File: src/rtl/fpu_pkg.sv
// Shared types and constants for the sequential single-precision FPU.
// The state enum, op encodings and IEEE-754 constants live here so the top and bench agree.
package fpu_pkg;

  typedef enum logic [2:0] {
    IDLE,
    UNPACK,
    ALIGN,
    EXEC,
    NORM,
    PACK,
    DONE
  } state_t;

  localparam logic [1:0] OP_NONE = 2'b00;
  localparam logic [1:0] OP_FADD = 2'b01;
  localparam logic [1:0] OP_FMUL = 2'b10;
  localparam logic [1:0] OP_RSVD = 2'b11;

  localparam int          BIAS    = 127;
  localparam logic [31:0] QNAN    = 32'h7FC0_0000;
  localparam logic [7:0]  INF_EXP = 8'hFF;

  // Flags follow the integer ALU layout {N,Z,C,V}; carry has no meaning here.
  function automatic logic [3:0] makeFlags(input logic [31:0] res, input logic ovf);
    return {res[31], (res[30:0] == 31'd0), 1'b0, ovf};
  endfunction

endpackage

File: src/rtl/fpu_lzc.sv
// Combinational 48-bit leading-zero counter used by the normalisation step.
// An all-zero input reports 48.
module fpu_lzc (
  input  logic [47:0] i_value,
  output logic [5:0]  o_count
);

  // Ascending scan: the highest set bit is visited last and wins.
  always_comb begin
    o_count = 6'd48;
    for (int i = 0; i < 48; i++) begin
      if (i_value[i]) o_count = 6'(47 - i);
    end
  end

endmodule

File: src/rtl/fpu_seq.sv
// Multi-cycle FADD/FMUL unit driven by a one-cycle Start pulse.
// Truncating rounding, denormals flushed to zero, Inf/NaN inputs give a quiet NaN.
module fpu_seq
  import fpu_pkg::*;
(
  input  logic        clk,
  input  logic        reset,
  input  logic        Start,
  input  logic [1:0]  FPUOp,
  input  logic [31:0] SrcA,
  input  logic [31:0] SrcB,
  output logic [31:0] Result,
  output logic        Done,
  output logic        Busy,
  output logic [3:0]  FPUFlags
);

  state_t r_state;
  state_t w_nextState;

  logic [1:0]         r_op;
  logic [31:0]        r_srcA;
  logic [31:0]        r_srcB;
  logic               r_signA;
  logic               r_signB;
  logic [7:0]         r_expA;
  logic [7:0]         r_expB;
  logic [24:0]        r_manA;
  logic [24:0]        r_manB;
  logic               r_special;
  logic               r_sign;
  logic signed [11:0] r_exp;
  logic [47:0]        r_mant;
  logic [31:0]        r_result;
  logic [3:0]         r_flags;

  logic               w_accept;
  logic [7:0]         w_expA;
  logic [7:0]         w_expB;
  logic               w_aGeB;
  logic [7:0]         w_diff;
  logic [24:0]        w_small;
  logic [24:0]        w_aligned;
  logic [25:0]        w_sumMag;
  logic               w_sumSign;
  logic [47:0]        w_product;
  logic signed [11:0] w_mulExp;
  logic [5:0]         w_lz;
  logic [5:0]         w_lzm1;
  logic [47:0]        w_normMant;
  logic signed [11:0] w_normExp;
  logic [31:0]        w_packResult;
  logic               w_packOvf;

  assign w_accept = (r_state == IDLE) && Start && (FPUOp != OP_NONE);

  assign Result   = r_result;
  assign FPUFlags = r_flags;
  assign Done     = (r_state == DONE);
  assign Busy     = (r_state != IDLE);

  always_ff @(posedge clk) begin
    if (!reset) r_state <= IDLE;
    else        r_state <= w_nextState;
  end

  always_comb begin
    w_nextState = r_state;
    case (r_state)
      IDLE:    if (w_accept) w_nextState = (FPUOp == OP_RSVD) ? DONE : UNPACK;
      UNPACK:  w_nextState = (r_op == OP_FADD) ? ALIGN : EXEC;
      ALIGN:   w_nextState = EXEC;
      EXEC:    w_nextState = NORM;
      NORM:    w_nextState = PACK;
      PACK:    w_nextState = DONE;
      DONE:    w_nextState = IDLE;
      default: w_nextState = IDLE;
    endcase
  end

  // Mantissas carry the hidden bit at [24] and a guard bit at [0].
  assign w_expA = r_srcA[30:23];
  assign w_expB = r_srcB[30:23];

  // After ALIGN, operand A always holds the larger exponent.
  assign w_aGeB    = (r_expA >= r_expB);
  assign w_diff    = w_aGeB ? (r_expA - r_expB) : (r_expB - r_expA);
  assign w_small   = w_aGeB ? r_manB : r_manA;
  assign w_aligned = (w_diff >= 8'd26) ? 25'd0 : (w_small >> w_diff);

  always_comb begin
    w_sumMag  = 26'd0;
    w_sumSign = r_signA;
    if (r_signA == r_signB) begin
      w_sumMag = {1'b0, r_manA} + {1'b0, r_manB};
    end else if (r_manA >= r_manB) begin
      w_sumMag = {1'b0, r_manA} - {1'b0, r_manB};
    end else begin
      w_sumMag  = {1'b0, r_manB} - {1'b0, r_manA};
      w_sumSign = r_signB;
    end
  end

  assign w_product = {24'd0, r_manA[24:1]} * {24'd0, r_manB[24:1]};
  assign w_mulExp  = $signed({4'd0, r_expA}) + $signed({4'd0, r_expB}) - $signed(12'(BIAS));

  // Both paths place the hidden bit at [46]; a carry lands in [47].
  fpu_lzc u_lzc (
    .i_value (r_mant),
    .o_count (w_lz)
  );

  assign w_lzm1 = w_lz - 6'd1;

  always_comb begin
    w_normMant = r_mant;
    w_normExp  = r_exp;
    if (r_mant[47]) begin
      w_normMant = r_mant >> 1;
      w_normExp  = r_exp + 12'sd1;
    end else if (r_mant != 48'd0) begin
      w_normMant = r_mant << w_lzm1;
      w_normExp  = r_exp - $signed({6'd0, w_lzm1});
    end
  end

  always_comb begin
    w_packResult = 32'd0;
    w_packOvf    = 1'b0;
    if (r_special) begin
      w_packResult = QNAN;
      w_packOvf    = 1'b1;
    end else if (r_mant == 48'd0) begin
      w_packResult = 32'd0;
    end else if (r_exp >= 12'sd255) begin
      w_packResult = {r_sign, INF_EXP, 23'd0};
      w_packOvf    = 1'b1;
    end else if (r_exp <= 12'sd0) begin
      w_packResult = 32'd0;
    end else begin
      w_packResult = {r_sign, r_exp[7:0], r_mant[45:23]};
    end
  end

  always_ff @(posedge clk) begin
    if (!reset) begin
      r_op      <= OP_NONE;
      r_srcA    <= 32'd0;
      r_srcB    <= 32'd0;
      r_signA   <= 1'b0;
      r_signB   <= 1'b0;
      r_expA    <= 8'd0;
      r_expB    <= 8'd0;
      r_manA    <= 25'd0;
      r_manB    <= 25'd0;
      r_special <= 1'b0;
      r_sign    <= 1'b0;
      r_exp     <= 12'sd0;
      r_mant    <= 48'd0;
      r_result  <= 32'd0;
      r_flags   <= 4'd0;
    end else begin
      case (r_state)
        IDLE: begin
          if (w_accept) begin
            r_op   <= FPUOp;
            r_srcA <= SrcA;
            r_srcB <= SrcB;
            if (FPUOp == OP_RSVD) begin
              r_result <= QNAN;
              r_flags  <= makeFlags(QNAN, 1'b1);
            end
          end
        end
        UNPACK: begin
          r_signA   <= r_srcA[31];
          r_signB   <= r_srcB[31];
          r_expA    <= w_expA;
          r_expB    <= w_expB;
          r_manA    <= (w_expA == 8'd0) ? 25'd0 : {1'b1, r_srcA[22:0], 1'b0};
          r_manB    <= (w_expB == 8'd0) ? 25'd0 : {1'b1, r_srcB[22:0], 1'b0};
          r_special <= (w_expA == INF_EXP) || (w_expB == INF_EXP);
        end
        ALIGN: begin
          r_manB <= w_aligned;
          if (w_aGeB) begin
            r_exp <= $signed({4'd0, r_expA});
          end else begin
            r_exp   <= $signed({4'd0, r_expB});
            r_manA  <= r_manB;
            r_signA <= r_signB;
            r_signB <= r_signA;
          end
        end
        EXEC: begin
          if (r_op == OP_FADD) begin
            r_mant <= {w_sumMag, 22'd0};
            r_sign <= w_sumSign;
          end else begin
            r_mant <= w_product;
            r_exp  <= w_mulExp;
            r_sign <= r_signA ^ r_signB;
          end
        end
        NORM: begin
          r_mant <= w_normMant;
          r_exp  <= w_normExp;
        end
        PACK: begin
          r_result <= w_packResult;
          r_flags  <= makeFlags(w_packResult, w_packOvf);
        end
        default: ;
      endcase
    end
  end

endmodule

File: config.mk
export PLATFORM = sky130hd
export DESIGN_NAME = fpu_seq
export DESIGN_NICKNAME = d
export VERILOG_FILES = /design/src/rtl/fpu_pkg.sv /design/src/rtl/fpu_lzc.sv /design/src/rtl/fpu_seq.sv
export SDC_FILE = /design/constraint.sdc
export NUM_CORES = 2
export LEC_CHECK = 0
export CAP_MARGIN = 20
export CORE_MARGIN = 5
export CORE_UTILIZATION = 55
export CTS_CLUSTER_SIZE = 16
export DETAILED_ROUTE_END_ITERATION = 12
export HOLD_SLACK_MARGIN = 0.05
export PLACE_DENSITY = 0.72
export SLEW_MARGIN = 10
export SYNTH_ARGS = -nofsm -noshare
export SYNTH_HDL_FRONTEND = slang
export SYNTH_HIERARCHICAL = 1
export SYNTH_SLANG_ARGS = --single-unit
File: constraint.sdc
create_clock -name clk -period 12.3 [get_ports clk]
set_clock_uncertainty 0.2 [all_clocks]
set_input_delay 2.46 -clock clk [delete_from_list [all_inputs] [get_ports clk]]
set_output_delay 2.46 -clock clk [all_outputs]
set_load 0.05 [all_outputs]
==> metrics.txt <==
Hold Crit Endpoint r_srcA[17]; synthesized cell area 39,000 µm²; vias in the first global route between 30,000 and 40,000; met1 GRT Util 0.471; met3 GRT Util 0.0715; critical path class reg2reg; Skew-Pair Late Insertion Delay 0.61 ns; reg2reg start r_manB[9]; layout net count 5,688; gpl congestion 1.02; HPWL after DPL 106,000 µm; Multi-input gate area 30,600 µm²; vias per cell 6.30; remaining antenna violation count 0; CTS H-Tree Depth 1; Reg2Reg Depth 24; endpoints failing hold 0; PortBufs around 110; Num CTS Buffers 28; Synth-to-Final Area Change 6.97%; final setup fails 0; worst-margin pin slew 1.10 ns; Post-synth EDFFs 0; Worst Path Required 12.59 ns; CTS root buf clkbuf_16; RSZ-0062 raised after global routing false; die area between 70,000 and 80,000 µm²; TritonCTS Sinks 233; largest net degree at the start of global routing 86; smallest hold slack about 0.25 ns; Synth Register Bits 233; Rows 97; clock slew at reported path FFs 0.06 ns; mean area per synthesized cell 7.94 µm²; post-CTS sizing 0; total I/O pin count 107; top-area cell type share of the netlist area 0.251; CTS Hold Buffers Added 0; Initial Util 0.556; post-DR wirelength/cell roughly 24 µm; DP Worst Slack 4.30 ns; ys async rst share 0; # DRC 0; syn_nets slightly below 6,000; Max Fclk 0.124 GHz; Final Max Tran Viols 0; Top Usage Layer GRT met2; Final min period 8.08 ns; post-CTS setup buffer count 0; Core Util, Final 0.594; status finished clean; top cell type by total area after synthesis fa_1; FF+latch area 4670 µm²; top cells by area, synth fa_1, dfxtp_1, ha_1; r2r setup slk 4.22 ns; CTS tree yes; DRT iter0 DRCs 4,161; global-route wire length before repair ~210,000 µm; WL final about 140,000 µm; Setup TNS 0 ns; Horiz. Die Dim 276 µm; core area around 70,000 µm²; Netlist cell types 106; Max Buffers Root-to-Sink 3; sequential area share after synthesis 0.119; CP Capture Type flip-flop; Ys Warns 6; n_diodes 0; hold_sp r_srcA[17]; hold crit path type reg2reg; global route total overflow 0; Setup WS post-layout ~4.2 ns; fin crit share 0.657; Synth Flop Type dfxtp_1; Worst Hold Depth 2; met2 GRT Util 0.560; reg-to-reg critical path endpoint r_mant[46]; cells after synthesis 4,917; crit path launch r_manB[9]; die height 276 µm; share of cells above drive strength 1 0.0616; total global routing track utilization 0.352; CP max FO 19; fill cell count 6,455; DR vias 36,500; CP Launch Type flip-flop; maxcap violations 0; Slew HR 0.266; DRT Pass-1 Iters 6; initial antenna violation count 0; WP data arrival 8.37 ns
-- cell usage in the layout, fill, tap and decap left out, drive strengths merged, types with 96 or more instances in the layout --
master and n:
clkdlybuf4s50 104, nand2 691, buf 102, o21ai 220, nor2 518, mux2i 96
ha 292, fa 489, inv 695, a21oi 264, dfxtp 233
-- through the flow --
stage | instance area, µm² | instances
final | 41800 | 5796
after global routing | 41800 | 5796
after CTS | 41800 | 5796
after detailed placement | 40800 | 5748
after global placement | 40800 | 5748
after floorplan | 39000 | 4917
-- critical path, cell delays in order (launching register included) --
cell      delay (ns)
dfxtp_1         0.31
buf_4           0.23
clkinv_1        0.65
nor2_1          0.36
fa_1            0.47
fa_1            0.51
inv_1           0.05
fa_1            0.47
fa_1            0.52
inv_1           0.05
fa_1            0.44
fa_1            0.53
inv_1           0.05
fa_1            0.47
inv_1           0.04
ha_1            0.40
nand3_1         0.13
or2_2           0.31
o221a_2         0.26
o211a_1         0.22
o31ai_1         0.62
and4_1          0.34
o21ai_0         0.10
a31oi_1         0.17
nor3_1          0.07
-- flip-flops by register name (all words and copies together), names as in the netlist --
name	cells
r_manB	25
r_state	3
r_sign	1
r_expB	8
r_expA	8
r_signA	1
Result	31
r_mant	48
r_manA	25
r_srcB	32
r_exp	12
r_op	2
FPUFlags	3
r_srcA	32
r_special	1
r_signB	1
-- synthesized netlist by cell type, drive strengths merged, types with 54 or more instances --
cell    count
buf        86
nor2      518
nor3       89
inv       693
nand2     691
fa        489
mux4       55
nand3      74
a21oi     264
ha        292
a21o       54
mux2i      96
o21ai     220
a22oi      59
clkbuf    229
dfxtp     233
a21boi     59
xnor2      71
-- logic make-up after synthesis --
kind of cell,synth area share
AND/OR/NAND/NOR,0.177
AO/OA/AOI/OAI,0.176
buffers and inverters,0.101
adder cells (fa/ha/maj),0.344
flip-flops,0.119
multiplexers,0.0611
XOR/XNOR,0.0214
other,0.0000960
-- layout make-up --
type | instances | share of cell area
sequential | 233 | 0.112
tap | 940 | 0.0282
inverter | 699 | 0.0628
clock buffer | 33 | 0.0177
clock inverter | 15 | 0.00473
multi-input combinational | 3670 | 0.732
timing repair buffer | 206 | 0.0433
-- how the worst max path moves through the flow --
stage | endpoint | slack (ns) | cells past startpoint
3_3_place_gp | r_mant[46] | 4.43 | 24
6_report | r_mant[46] | 4.22 | 24
4_1_cts | r_mant[46] | 4.33 | 24
5_1_grt | r_mant[38] | 3.80 | 24
2_1_floorplan | r_mant[34] | 5.01 | 26
3_5_place_dp | r_mant[46] | 4.30 | 24
-- routing by layer --
metal  wire [µm]  vias to the layer above
li1            -                    16200
met1       54400                    17800
met2       61300                     2130
met3       14800                      424
met4        7520                        0
met5           0                        -
Power is left out: the tool's default activity adds up to more than one toggle a clock period on the data nets, which glitch-free logic cannot reach.
